$ cat src/rtl/rat_path_replayer.sv
// rat_path_replayer: drains the solved rat-maze path from Stack2 one move at a time.
// Each move is replayed from (0,0) and the resulting position goes out on a valid/ready port.
// The block flags a path that steps out of the 16x16 grid or that ends away from (15,15).
//
// Ports:
//   clk, rst       rising-edge clock; synchronous active-low reset
//   start          begin replay (honoured only in IDLE, DONE, ERR)
//   empty2, Move   Stack2 empty flag and top-of-stack direction
//   pop2           Stack2 pop strobe (combinational, LOAD only)
//   out_valid/out_ready/out_move/out_x/out_y   replay step stream
//   move_count     accepted steps, saturating at all-ones
//   busy, done, error   status (done/error are sticky until the next start)
module rat_path_replayer #(
    parameter int unsigned CNT_W = 8
) (
    input  logic             clk,
    input  logic             rst,
    input  logic             start,
    input  logic             empty2,
    input  logic [1:0]       Move,
    output logic             pop2,
    output logic             out_valid,
    input  logic             out_ready,
    output logic [1:0]       out_move,
    output logic [3:0]       out_x,
    output logic [3:0]       out_y,
    output logic [CNT_W-1:0] move_count,
    output logic             busy,
    output logic             done,
    output logic             error
);

    localparam int unsigned POS_W   = 4;
    localparam logic [POS_W-1:0] POS_MAX = POS_W'(15);

    typedef enum logic [2:0] {IDLE, LOAD, SHOW, DONE, ERR} state_t;

    state_t             state, state_n;
    logic [POS_W-1:0]   pos_x, pos_y, pos_x_n, pos_y_n;
    logic [POS_W-1:0]   nxt_x, nxt_y, nxt_x_n, nxt_y_n;
    logic [POS_W-1:0]   step_x, step_y;
    logic [1:0]         cur_move, cur_move_n;
    logic [CNT_W-1:0]   count_n;
    logic               oob;

    // Candidate position for the stack-top move; oob when the step leaves the grid.
    always_comb begin
        step_x = pos_x;
        step_y = pos_y;
        oob    = 1'b0;
        case (Move)
            2'b00: if (pos_x == '0)     oob = 1'b1; else step_x = pos_x - POS_W'(1);
            2'b01: if (pos_y == POS_MAX) oob = 1'b1; else step_y = pos_y + POS_W'(1);
            2'b10: if (pos_y == '0)     oob = 1'b1; else step_y = pos_y - POS_W'(1);
            default: if (pos_x == POS_MAX) oob = 1'b1; else step_x = pos_x + POS_W'(1);
        endcase
    end

    // Next-state and register-update logic.
    always_comb begin
        state_n    = state;
        pos_x_n    = pos_x;
        pos_y_n    = pos_y;
        nxt_x_n    = nxt_x;
        nxt_y_n    = nxt_y;
        cur_move_n = cur_move;
        count_n    = move_count;
        pop2       = 1'b0;
        case (state)
            IDLE, DONE, ERR: begin
                if (start) begin
                    pos_x_n = '0;
                    pos_y_n = '0;
                    count_n = '0;
                    state_n = LOAD;
                end
            end
            LOAD: begin
                if (empty2) begin
                    state_n = (pos_x == POS_MAX && pos_y == POS_MAX) ? DONE : ERR;
                end else if (oob) begin
                    state_n = ERR;
                end else begin
                    cur_move_n = Move;
                    nxt_x_n    = step_x;
                    nxt_y_n    = step_y;
                    // Gating with rst keeps a reset edge from also consuming a move.
                    pop2       = rst;
                    state_n    = SHOW;
                end
            end
            SHOW: begin
                if (out_ready) begin
                    pos_x_n = nxt_x;
                    pos_y_n = nxt_y;
                    if (move_count != '1) begin
                        count_n = move_count + CNT_W'(1);
                    end
                    state_n = LOAD;
                end
            end
            default: state_n = IDLE;
        endcase
    end

    // State and datapath registers; status outputs are registered from the next state.
    always_ff @(posedge clk) begin
        if (!rst) begin
            state      <= IDLE;
            pos_x      <= '0;
            pos_y      <= '0;
            nxt_x      <= '0;
            nxt_y      <= '0;
            cur_move   <= '0;
            move_count <= '0;
            out_valid  <= 1'b0;
            busy       <= 1'b0;
            done       <= 1'b0;
            error      <= 1'b0;
        end else begin
            state      <= state_n;
            pos_x      <= pos_x_n;
            pos_y      <= pos_y_n;
            nxt_x      <= nxt_x_n;
            nxt_y      <= nxt_y_n;
            cur_move   <= cur_move_n;
            move_count <= count_n;
            out_valid  <= (state_n == SHOW);
            busy       <= (state_n == LOAD) || (state_n == SHOW);
            done       <= (state_n == DONE);
            error      <= (state_n == ERR);
        end
    end

    assign out_move = cur_move;
    assign out_x    = nxt_x;
    assign out_y    = nxt_y;

endmodule

$ cat config.mk
export PLATFORM = sky130hd
export DESIGN_NAME = rat_path_replayer
export DESIGN_NICKNAME = d
export VERILOG_FILES = /design/src/rtl/rat_path_replayer.sv
export SDC_FILE = /design/constraint.sdc
export NUM_CORES = 1
export LEC_CHECK = 0
export ABC_AREA = 1
export CELL_PAD_IN_SITES_DETAIL_PLACEMENT = 1
export CELL_PAD_IN_SITES_GLOBAL_PLACEMENT = 1
export CORE_MARGIN = 1
export CORE_UTILIZATION = 39
export DETAILED_ROUTE_END_ITERATION = 12
export PLACE_DENSITY_LB_ADDON = 0.1
export SLEW_MARGIN = 20
export SYNTH_ARGS = -nofsm -noshare
export SYNTH_HDL_FRONTEND = slang
export SYNTH_SLANG_ARGS = --single-unit
$ cat constraint.sdc
create_clock -name clk -period 2.1 [get_ports clk]
set_clock_uncertainty 0.2 [all_clocks]
set_input_delay 0.21 -clock clk [delete_from_list [all_inputs] [get_ports clk]]
set_output_delay 0.21 -clock clk [all_outputs]
set_load 0.01 [all_outputs]
==> results of run 1 <==
-- cell type report --
cell class	instances	area, sq um	share of cell area
clock buffer	7	86.3	0.0322
multi-input combinational	214	1200	0.449
tap	70	87.6	0.0326
inverter	39	146	0.0546
sequential	33	666	0.248
timing repair buffer	57	493	0.184
-- metal layers --
| layer | vias up | GRT usage | routed length (um) |
|---|---|---|---|
| li1 | 1061 | - | - |
| met1 | 1015 | 0.290 | 2830 |
| met2 | 30 | 0.394 | 2880 |
| met3 | 7 | 0.0420 | 147 |
| met4 | 0 | 0.0503 | 54 |
| met5 | - | 0 | 0 |
-- metrics by stage --
| step | instances | hold slack [ps] | power, mW | setup slack, ps |
|---|---|---|---|---|
| detailed placement | 412 | 281 | 1.17 | -448 |
| global placement | 412 | 263 | 1.17 | -380 |
| finish | 420 | 286 | 1.67 | 151 |
| floorplan | 296 | 178 | 1.00 | 375 |
| CTS | 419 | 293 | 1.67 | 3.26 |
| global route | 420 | 319 | 1.75 | 48.1 |
-- where the power goes --
| group | internal (mW) | switching [mW] |
|---|---|---|
| sequential | 0.665 | 0.0331 |
| combinational | 0.195 | 0.278 |
| clock | 0.260 | 0.236 |
| total | 1.12 | 0.547 |
-- cells in the final DEF (no fill, tap or decap), types with 7 or more instances in the layout --
master            n
a211oi_2          8
clkdlybuf4s50_1  26
ha_1             11
nor2_1           35
inv_1            32
nand2_1          65
buf_4            28
a21oi_1          24
nand4_1           7
dfxtp_1          29
nand3_1          25
-- what timing repair did --
item / 4_1_cts / 5_1_grt
resized for setup: 8 / 6
setup buffers: 0 / 1
cloned: 0 / 0
pin swaps: 0 / 1
hold endpoints to repair: 0 / 0
endpoints found under the setup margin: 1 / 1
-- worst register-to-register path, cell delays in order (launching register included) --
cell	delay [ps]
dfxtp_1	390
ha_1	210
nand2_1	110
nor2_1	140
nand3_1	100
nand2_1	70
nand2_1	110
nand2_2	200
inv_2	100
nand2_1	70
a21oi_1	50
-- logic make-up (layout without fill, tap and decap cells) --
family | after synthesis | count (layout) | share of synthesized area
flops | 33 | 33 | 0.322
xor+xnor | 9 | 9 | 0.0384
compound gates | 44 | 44 | 0.141
simple gates | 150 | 150 | 0.332
fa+ha+maj | 11 | 11 | 0.0671
buf+inv | 49 | 103 | 0.0994
-- flip-flops by register name, summed over array words and instances (netlist names) --
| signal | count |
|---|---|
| done | 1 |
| error | 1 |
| pos_x | 4 |
| busy | 1 |
| out_y | 4 |
| out_valid | 1 |
| state | 3 |
| pos_y | 4 |
| out_move | 2 |
| out_x | 4 |
| move_count | 8 |
-- worst paths after layout --
| kind | from | endpoint | cells past startpoint |
|---|---|---|---|
| worst min register to register | out_move[0] | out_move[0] | 2 |
| worst max register to register | move_count[1] | move_count[5] | 10 |
| worst max-delay path | pos_x[0] | pop2 | 7 |
| worst min-delay path | out_move[0] | out_move[0] | 2 |
==> run_results.csv, run 1 <==
group,metric,value,unit
logic_synthesis,synth_commonest_cells,"nand2_1 (66), nor2_1 (35), dfxtp_1 (33), inv_1 (32), nand3_1 (27)",
sta,tightest_slew,403,ps
pwr,power_leakage,1.15,nW
drt,initialDrtViolationCount,90,
worst_setup_path,crit_required,1690,ps
clock_network,clockBufferDepth,2,
logic_synthesis,synth_top_area_cell,"dfxtp_1",
sta,max_freq,513,MHz
worst_setup_path,endpoint_kind,"output pin",
final_layout,design_area,0.00268,sq mm
sta,setup_viol,0,
worst_setup_path,path_class,"reg -> out",
die,core_area,0.00507,sq mm
die,ios,30,
final_layout,fin_util,0.529,
clock_network,h-tree-depth,2,
final_layout,area.growth.synth_to_final,30.8,%
pwr,irDropWorstVdd,0.354,mV
global_route,grt_max_degree,25,
clock_network,holdBufCountCts,0,
sta,relSlewSlack,0.730,
clock_network,root_buffer,"clkbuf_8",
global_route,antenna_found_initial,0,
die,rows,26,
placement,dpl-instance-area,0.00257,sq mm
logic_synthesis,synth_ff_type,"dfxtp_1",
logic_synthesis,ys_ff_latch,33,
flow_run,maxCapViolations,0,
logic_synthesis,ys_seq_area_frac,0.322,
drt,via_per_inst,5.03,
drt,vias,2113,
die,die_w,74.5,um
drt,drc,0,
worst_setup_path,critPathMaxStageDelay,330,ps
hold_path,min_path_type,"reg -> reg",
drt,routed_wl,5910,um
sta,layout_min_cycle_time,1950,ps
logic_synthesis,yosys-top-cells-area,"dfxtp_1 (32%), nand2_1 (12%), ha_1 (6.7%)",
logic_synthesis,yosysWarningCount,0,
worst_setup_path,worst-r2r-setup-slack,220,ps
sta,slew_viol_final,0,
global_route,grt_first_pass_wirelength,9500,um
worst_setup_path,worstSetupStartpointType,"register",
drt,drt_pass1_iterations,4,
drt,ant_nets,0,
logic_synthesis,synth_fp_nets,314,
clock_network,cts_tree,"built",
final_layout,layout.nets,368,
worst_setup_path,critPathBufInv,1,
clock_network,numCtsBuffers,5,
clock_network,clk_pin_slew,70,ps
global_route,gr-total-overflow,0,
final_layout,num_antenna_cells,0,
final_layout,final_layout_size_suffix_gt1_frac,0.191,
logic_synthesis,netlist-cell-type-count,29,
worst_setup_path,path_cells,"ha_1 -> nand3_2 -> nor2_1 -> nor2_2 -> nand3_4 -> nor2_4 -> buf_2",
worst_setup_path,path_max_fanout,3,
placement,place_congestion,0.806,
global_route,grt_pass1_vias,2051,
worst_setup_path,path_delay_family,"simple AND/OR/NAND/NOR gates",
worst_setup_path,worstPathArrival,1540,ps
run_status,outcome,"complete, no violations",
worst_setup_path,critPathSlowestCell,"dfxtp_2",
final_layout,fillers,699,
pwr,p_per_area,622,mW/mm^2
clock_network,clock_sinks,33,
sta,min_period_over_period,0.928,
logic_synthesis,syn_avg_cell_area,6.93,sq um
placement,portBuffers,29,
die,start_util,0.404,
logic_synthesis,async_flop_share,0,
logic_synthesis,syn_area,0.00205,sq mm
die,die_h,74.5,um
die,die_area,0.00555,sq mm
sta,hold_viol_final,0,
placement,hpwl,4490,um
logic_synthesis,synth_edf_count,0,
logic_synthesis,synth.most_common_cell,"nand2_1",
drt,detail_route.wl_per_cell,14.1,um
logic_synthesis,synthCells,296,
logic_synthesis,synth_top_area_frac,0.322,
global_route,grt_use_total,0.227,
clock_network,clk_latency,290,ps
sta,setup_tns,0,ps
sta,rsz0062_at_grt,"false",
Note: power is estimated with default switching activity, not from simulation.
==> run 2, diff against run 1 <==
--- a/config.mk
+++ b/config.mk
@@ -10,6 +10,7 @@
 export CELL_PAD_IN_SITES_GLOBAL_PLACEMENT = 1
 export CORE_MARGIN = 1
 export CORE_UTILIZATION = 39
+export CTS_CLUSTER_SIZE = 8
 export DETAILED_ROUTE_END_ITERATION = 12
 export PLACE_DENSITY_LB_ADDON = 0.1
 export SLEW_MARGIN = 20
==> results of run 2 <==
Final layout, timing and power as in run 1 (identical DEF).
